**config.mk**
```make
export PLATFORM = sky130hd
export DESIGN_NAME = dred_expander
export DESIGN_NICKNAME = d
export VERILOG_FILES = /design/src/rtl/dred_expander.sv
export SDC_FILE = /design/constraint.sdc
export NUM_CORES = 1
export LEC_CHECK = 0
export ABC_CLOCK_PERIOD_IN_PS = 3420
export CORE_MARGIN = 10
export CORE_UTILIZATION = 55
export DETAILED_ROUTE_END_ITERATION = 6
export PLACE_DENSITY_LB_ADDON = 0.25
export SLEW_MARGIN = 25
export SYNTH_ARGS = -nofsm -noshare
export SYNTH_HDL_FRONTEND = slang
export SYNTH_SLANG_ARGS = --single-unit
export TNS_END_PERCENT = 1
```
**constraint.sdc**
```tcl
create_clock -name clk -period 3.42 [get_ports clk]
set_input_delay 0.342 -clock clk [delete_from_list [all_inputs] [get_ports clk]]
set_output_delay 0.342 -clock clk [all_outputs]
set_load 0.03 [all_outputs]
```
**src/rtl/dred_expander.sv**
```systemverilog
// Rebuilds an N-input Boolean function from K parity projections plus a 2^K-entry
// reduced table, fed per vector by handshake or by an internal full-range sweep.
module dred_expander #(
   parameter int N = 8,
   parameter int K = 4,
   localparam int KW = (K > 1) ? $clog2(K) : 1,
   localparam int TW = 1 << K
) (
   input  logic          clk,
   input  logic          rst,
   input  logic          mask_we,
   input  logic [KW-1:0] mask_idx,
   input  logic [N-1:0]  mask_data,
   input  logic          tt_we,
   input  logic [TW-1:0] tt_data,
   output logic          cfg_err,
   input  logic          sweep_start,
   output logic          sweep_busy,
   input  logic          in_valid,
   output logic          in_ready,
   input  logic [N-1:0]  in_x,
   output logic          out_valid,
   input  logic          out_ready,
   output logic          out_y,
   output logic [N-1:0]  out_x,
   output logic          out_last
);

   localparam logic [N:0] LAST_CNT = {1'b0, {N{1'b1}}};

   logic [N-1:0]    mask_q [K];
   logic [TW-1:0]   tt_q;
   logic            cfgErr_q, cfgErr_d;
   logic            busy_q, busy_d;
   logic [N:0]      cnt_q, cnt_d;

   logic            s1Valid_q, s1Last_q;
   logic [N-1:0]    s1X_q;
   logic [K-1:0]    s1Z_q;
   logic            s2Valid_q, s2Y_q, s2Last_q;
   logic [N-1:0]    s2X_q;

   logic            s1Adv, s2Adv, accept, srcLast, cfgIdle, idxOk;
   logic            maskWrOk, ttWrOk;
   logic [N-1:0]    srcX;
   logic [K-1:0]    srcZ;
   logic [(1<<KW)-1:0] idxValid;

   // Stall chain, source selection and projection of the selected vector
   always_comb begin
      s2Adv   = !s2Valid_q || out_ready;
      s1Adv   = !s1Valid_q || s2Adv;
      accept  = s1Adv && (busy_q || (in_valid && !sweep_start));
      srcX    = busy_q ? cnt_q[N-1:0] : in_x;
      srcLast = busy_q && (cnt_q == LAST_CNT);
      srcZ    = '0;
      for (int j = 0; j < K; j++) begin
         srcZ[j] = ^(srcX & mask_q[j]);
      end
   end

   // A same-cycle sweep_start claims the source, so the handshake is refused
   assign in_ready = s1Adv && !busy_q && !sweep_start;

   // Config writes land only on a fully drained, non-sweeping block
   always_comb begin
      idxValid = '0;
      for (int i = 0; i < (1 << KW); i++) begin
         idxValid[i] = (i < K);
      end
      cfgIdle  = !busy_q && !s1Valid_q && !s2Valid_q;
      idxOk    = idxValid[mask_idx];
      maskWrOk = mask_we && cfgIdle && idxOk;
      ttWrOk   = tt_we && cfgIdle;
      cfgErr_d = (mask_we && (!cfgIdle || !idxOk)) || (tt_we && !cfgIdle);
   end

   always_ff @(posedge clk or posedge rst) begin
      if (rst) begin
         for (int j = 0; j < K; j++) begin
            mask_q[j] <= N'(1) << j;
         end
         tt_q     <= '0;
         cfgErr_q <= 1'b0;
      end else begin
         for (int j = 0; j < K; j++) begin
            if (maskWrOk && (mask_idx == KW'(j))) begin
               mask_q[j] <= mask_data;
            end
         end
         if (ttWrOk) begin
            tt_q <= tt_data;
         end
         cfgErr_q <= cfgErr_d;
      end
   end

   // Sweep counter is one bit wider than x so the terminal value is unambiguous
   always_comb begin
      busy_d = busy_q;
      cnt_d  = cnt_q;
      if (!busy_q) begin
         if (sweep_start) begin
            busy_d = 1'b1;
            cnt_d  = '0;
         end
      end else if (accept) begin
         cnt_d = cnt_q + 1'b1;
         if (srcLast) begin
            busy_d = 1'b0;
         end
      end
   end

   always_ff @(posedge clk or posedge rst) begin
      if (rst) begin
         busy_q <= 1'b0;
         cnt_q  <= '0;
      end else begin
         busy_q <= busy_d;
         cnt_q  <= cnt_d;
      end
   end

   always_ff @(posedge clk or posedge rst) begin
      if (rst) begin
         s1Valid_q <= 1'b0;
         s1X_q     <= '0;
         s1Z_q     <= '0;
         s1Last_q  <= 1'b0;
      end else if (s1Adv) begin
         s1Valid_q <= accept;
         if (accept) begin
            s1X_q    <= srcX;
            s1Z_q    <= srcZ;
            s1Last_q <= srcLast;
         end
      end
   end

   // Table lookup stage; holds its contents while downstream stalls
   always_ff @(posedge clk or posedge rst) begin
      if (rst) begin
         s2Valid_q <= 1'b0;
         s2Y_q     <= 1'b0;
         s2X_q     <= '0;
         s2Last_q  <= 1'b0;
      end else if (s2Adv) begin
         s2Valid_q <= s1Valid_q;
         if (s1Valid_q) begin
            s2Y_q    <= tt_q[s1Z_q];
            s2X_q    <= s1X_q;
            s2Last_q <= s1Last_q;
         end
      end
   end

   assign out_valid  = s2Valid_q;
   assign out_y      = s2Y_q;
   assign out_x      = s2X_q;
   assign out_last   = s2Last_q;
   assign sweep_busy = busy_q;
   assign cfg_err    = cfgErr_q;

endmodule

```
==> out/metrics.cfg <==
[outcome]
status = finished clean

[sta]
finalHoldViolCount = 0
skew_ns = 0.00738
rsz0062_at_grt = false
fmax_ghz = 0.389
slew_headroom = 0.377
finalWorstSetupSlack_ns = 0.847
setup_viol = 0
slew_violations = 0
fin_crit_sh = 0.752
setup_tns_ns = 0
period_needed_ns = 2.57
tightest_slew_ns = 0.932

[global_routing]
grt.total_usage = 0.171
grt_max_degree = 47
grt_pass1_wl_mm = 15.4
grt_overflow = 0
first_global_vias = 3029
antenna_found_initial = 0

[cts]
clock_latency_ns = 0.36
post_cts_resized = 0
path_clk_slew_ns = 0.09
cts_tree = built
cts-buffers-inserted = 9
htreeDepth = 3
clockBufferDepth = 2
cts-root-buf = clkbuf_8
post_cts_buffers = 0
hold_buffers = 0
cts_sinks = 84

[logic_synthesis]
syn-num-nets = 377
postSynthAreaPerCell_um2 = 12.0
synth-main-ff-cell = dfrtp_1
synth-edff-count = 0
ys_seq_area_frac = 0.526
ys_types = 33
syn_area_um2 = 4010
synth_seq_cells = 84
syn_inst = 334
yosysWarnings = 0
async_reset_ff_frac = 1.00

[route]
vias = 2887
drc_errors = 0
dr.pass1.iters = 5
viasPerCell = 5.82
final_antenna_net_count = 0
drtIter0Drc = 141
wl_per_cell_um = 18.7
drt-total-wl_mm = 9.26

[final_layout]
area_growth_pct = 20.6
fillers = 563
drive_above_1_share = 0.222
multi_input_area_um2 = 1780
fin_nets = 435
antennaDiodeCount = 0
final_cells = 496
regArea_um2 = 2110
final_area_um2 = 4830

[floorplan]
initial_core_util = 0.558
boundaryPins = 55
die_w_um = 105
die_h_um = 105
coreArea_um2 = 7180
die_area_um2 = 11100
num_rows = 31

[critical_path]
cp.required_ns = 3.70
cp_slowest_stage_delay_ns = 0.81
cp_num_buf_inv = 0
crit_chain = mux2i_1 -> a211oi_1 -> a211o_1 -> a211o_1 -> a31oi_1
startpoint_type = register
critPathKind = register to register
crit_family = compound AO/OA/AOI/OAI gates
cp_slowest_cell = dfrtp_1
cp_common_cell = a211o_1
crit_path_end_kind = register
crit_arrival_ns = 2.85
cp_max_fo = 17

[power]
finalPower_mw = 2.17
powerDensity_nw_per_um2 = 449
power.leakage_nw = 2.25
ir_drop_uv = 229

[place]
place_area_um2 = 4650
place.gp.congestion = 0.858
hpwl_mm = 6.87
dp_cells = 480
port_buffers = 54
pre_cts_slack_ns = 0.875

[flow_run]
maxCapViolCount = 0

[min_path]
min_path_type = input pin to asynchronous set/reset pin

## logic make-up (layout without fill, tap and decap cells)
group                      Yosys count  in the layout  synth area share
AOI/OAI and AO/OA                   79             79             0.150
adders and majority gates            2              2           0.00625
buffers and inverters               29             92            0.0303
muxes                               67             67             0.204
xor gates and xnor gates             3              3           0.00656
and+or+nand+nor                     70             70            0.0772
DFF                                 84             84             0.526
## cell usage in the layout (no fill, tap or decap), drive strengths merged
master,n
a211o,16
nand2b,3
and3,2
a22o,1
nor3,3
inv,23
nand4,3
mux2,58
o21ai,14
clkdlybuf4s50,54
mux2i,4
nand3,3
xor2,3
nand2,34
a31oi,4
clkinv,3
buf,2
a211oi,12
nand4b,1
ha,2
o31ai,1
nor2,18
clkinvlp,1
clkbuf,9
dfstp,4
o211ai,17
dfrtp,80
mux4,5
a21oi,2
and2,2
nand3b,1
o211a,12
## worst reg2reg max path: stages, from the launching register on
cell and delay (ns):
dfrtp_1 0.81, mux2i_1 0.75, a211oi_1 0.14, a211o_1 0.34
a211o_1 0.30, a31oi_1 0.16
## per-layer routing
| layer | global-route usage | up-vias | part of all wire |
|---|---|---|---|
| met5 | 0 | - | 0 |
| met4 | 0.0745 | 0 | 0.014 |
| met3 | 0.0323 | 12 | 0.039 |
| met2 | 0.277 | 62 | 0.50 |
| met1 | 0.220 | 1457 | 0.45 |
| li1 | - | 1356 | - |
## final timing paths
check	from	to	slack [ns]	depth (start not counted)
max	sweep_busy	s1Z_q[0]	0.85	5
min	rst	tt_q[1]	0.37	2
max reg2reg	sweep_busy	s1Z_q[0]	0.85	5
min reg2reg	s1X_q[7]	s1X_q[7]	0.48	2
max in group asynchronous	rst	mask_q[10]	2.33	3
min in group clk	s1X_q[7]	s1X_q[7]	0.48	2
## Yosys cell counts (4+ instances only)
cell	number	area, um^2
nand2_1	34	128
o211a_1	12	120
a31oi_1	4	25.0
inv_1	20	75.1
dfrtp_1	80	2000
o21ai_0	14	70.1
dfstp_2	4	105
a211o_1	16	140
nor2_1	18	67.6
o211ai_1	17	128
mux4_2	5	113
mux2_2	56	631
clkbuf_1	4	15.0
buf_2	4	20.0
a211oi_1	12	90.1
## flip-flops by register name, summed over array words and instances, names as in the netlist
signal / flops
cfg_err: 1
cnt_q: 9
mask_q: 32
out_last: 1
out_valid: 1
out_x: 8
out_y: 1
s1Last_q: 1
s1Valid_q: 1
s1X_q: 8
s1Z_q: 4
sweep_busy: 1
tt_q: 16
## cell type report
cell class,count,share of cell area
clock buffer,9,0.0256
clock inverter,7,0.0117
inverter,20,0.0158
multi-input combinational,221,0.368
sequential,84,0.436
tap,99,0.0256
timing repair buffer,56,0.118
## stage by stage
stage          hold slack, ns   util
2_1_floorplan           0.442      -
3_3_place_gp            0.458  0.648
3_5_place_dp            0.459  0.648
4_1_cts                 0.401  0.673
5_1_grt                 0.443  0.673
6_report                0.373  0.673
## where the power goes
group / total, mW / internal, mW / switching, mW
clock network: 0.669 / 0.274 / 0.395
registers: 1.13 / 1.06 / 0.0659
logic: 0.374 / 0.172 / 0.202
total: 2.17 / 1.51 / 0.663
Note: power is estimated with default switching activity, not from simulation.
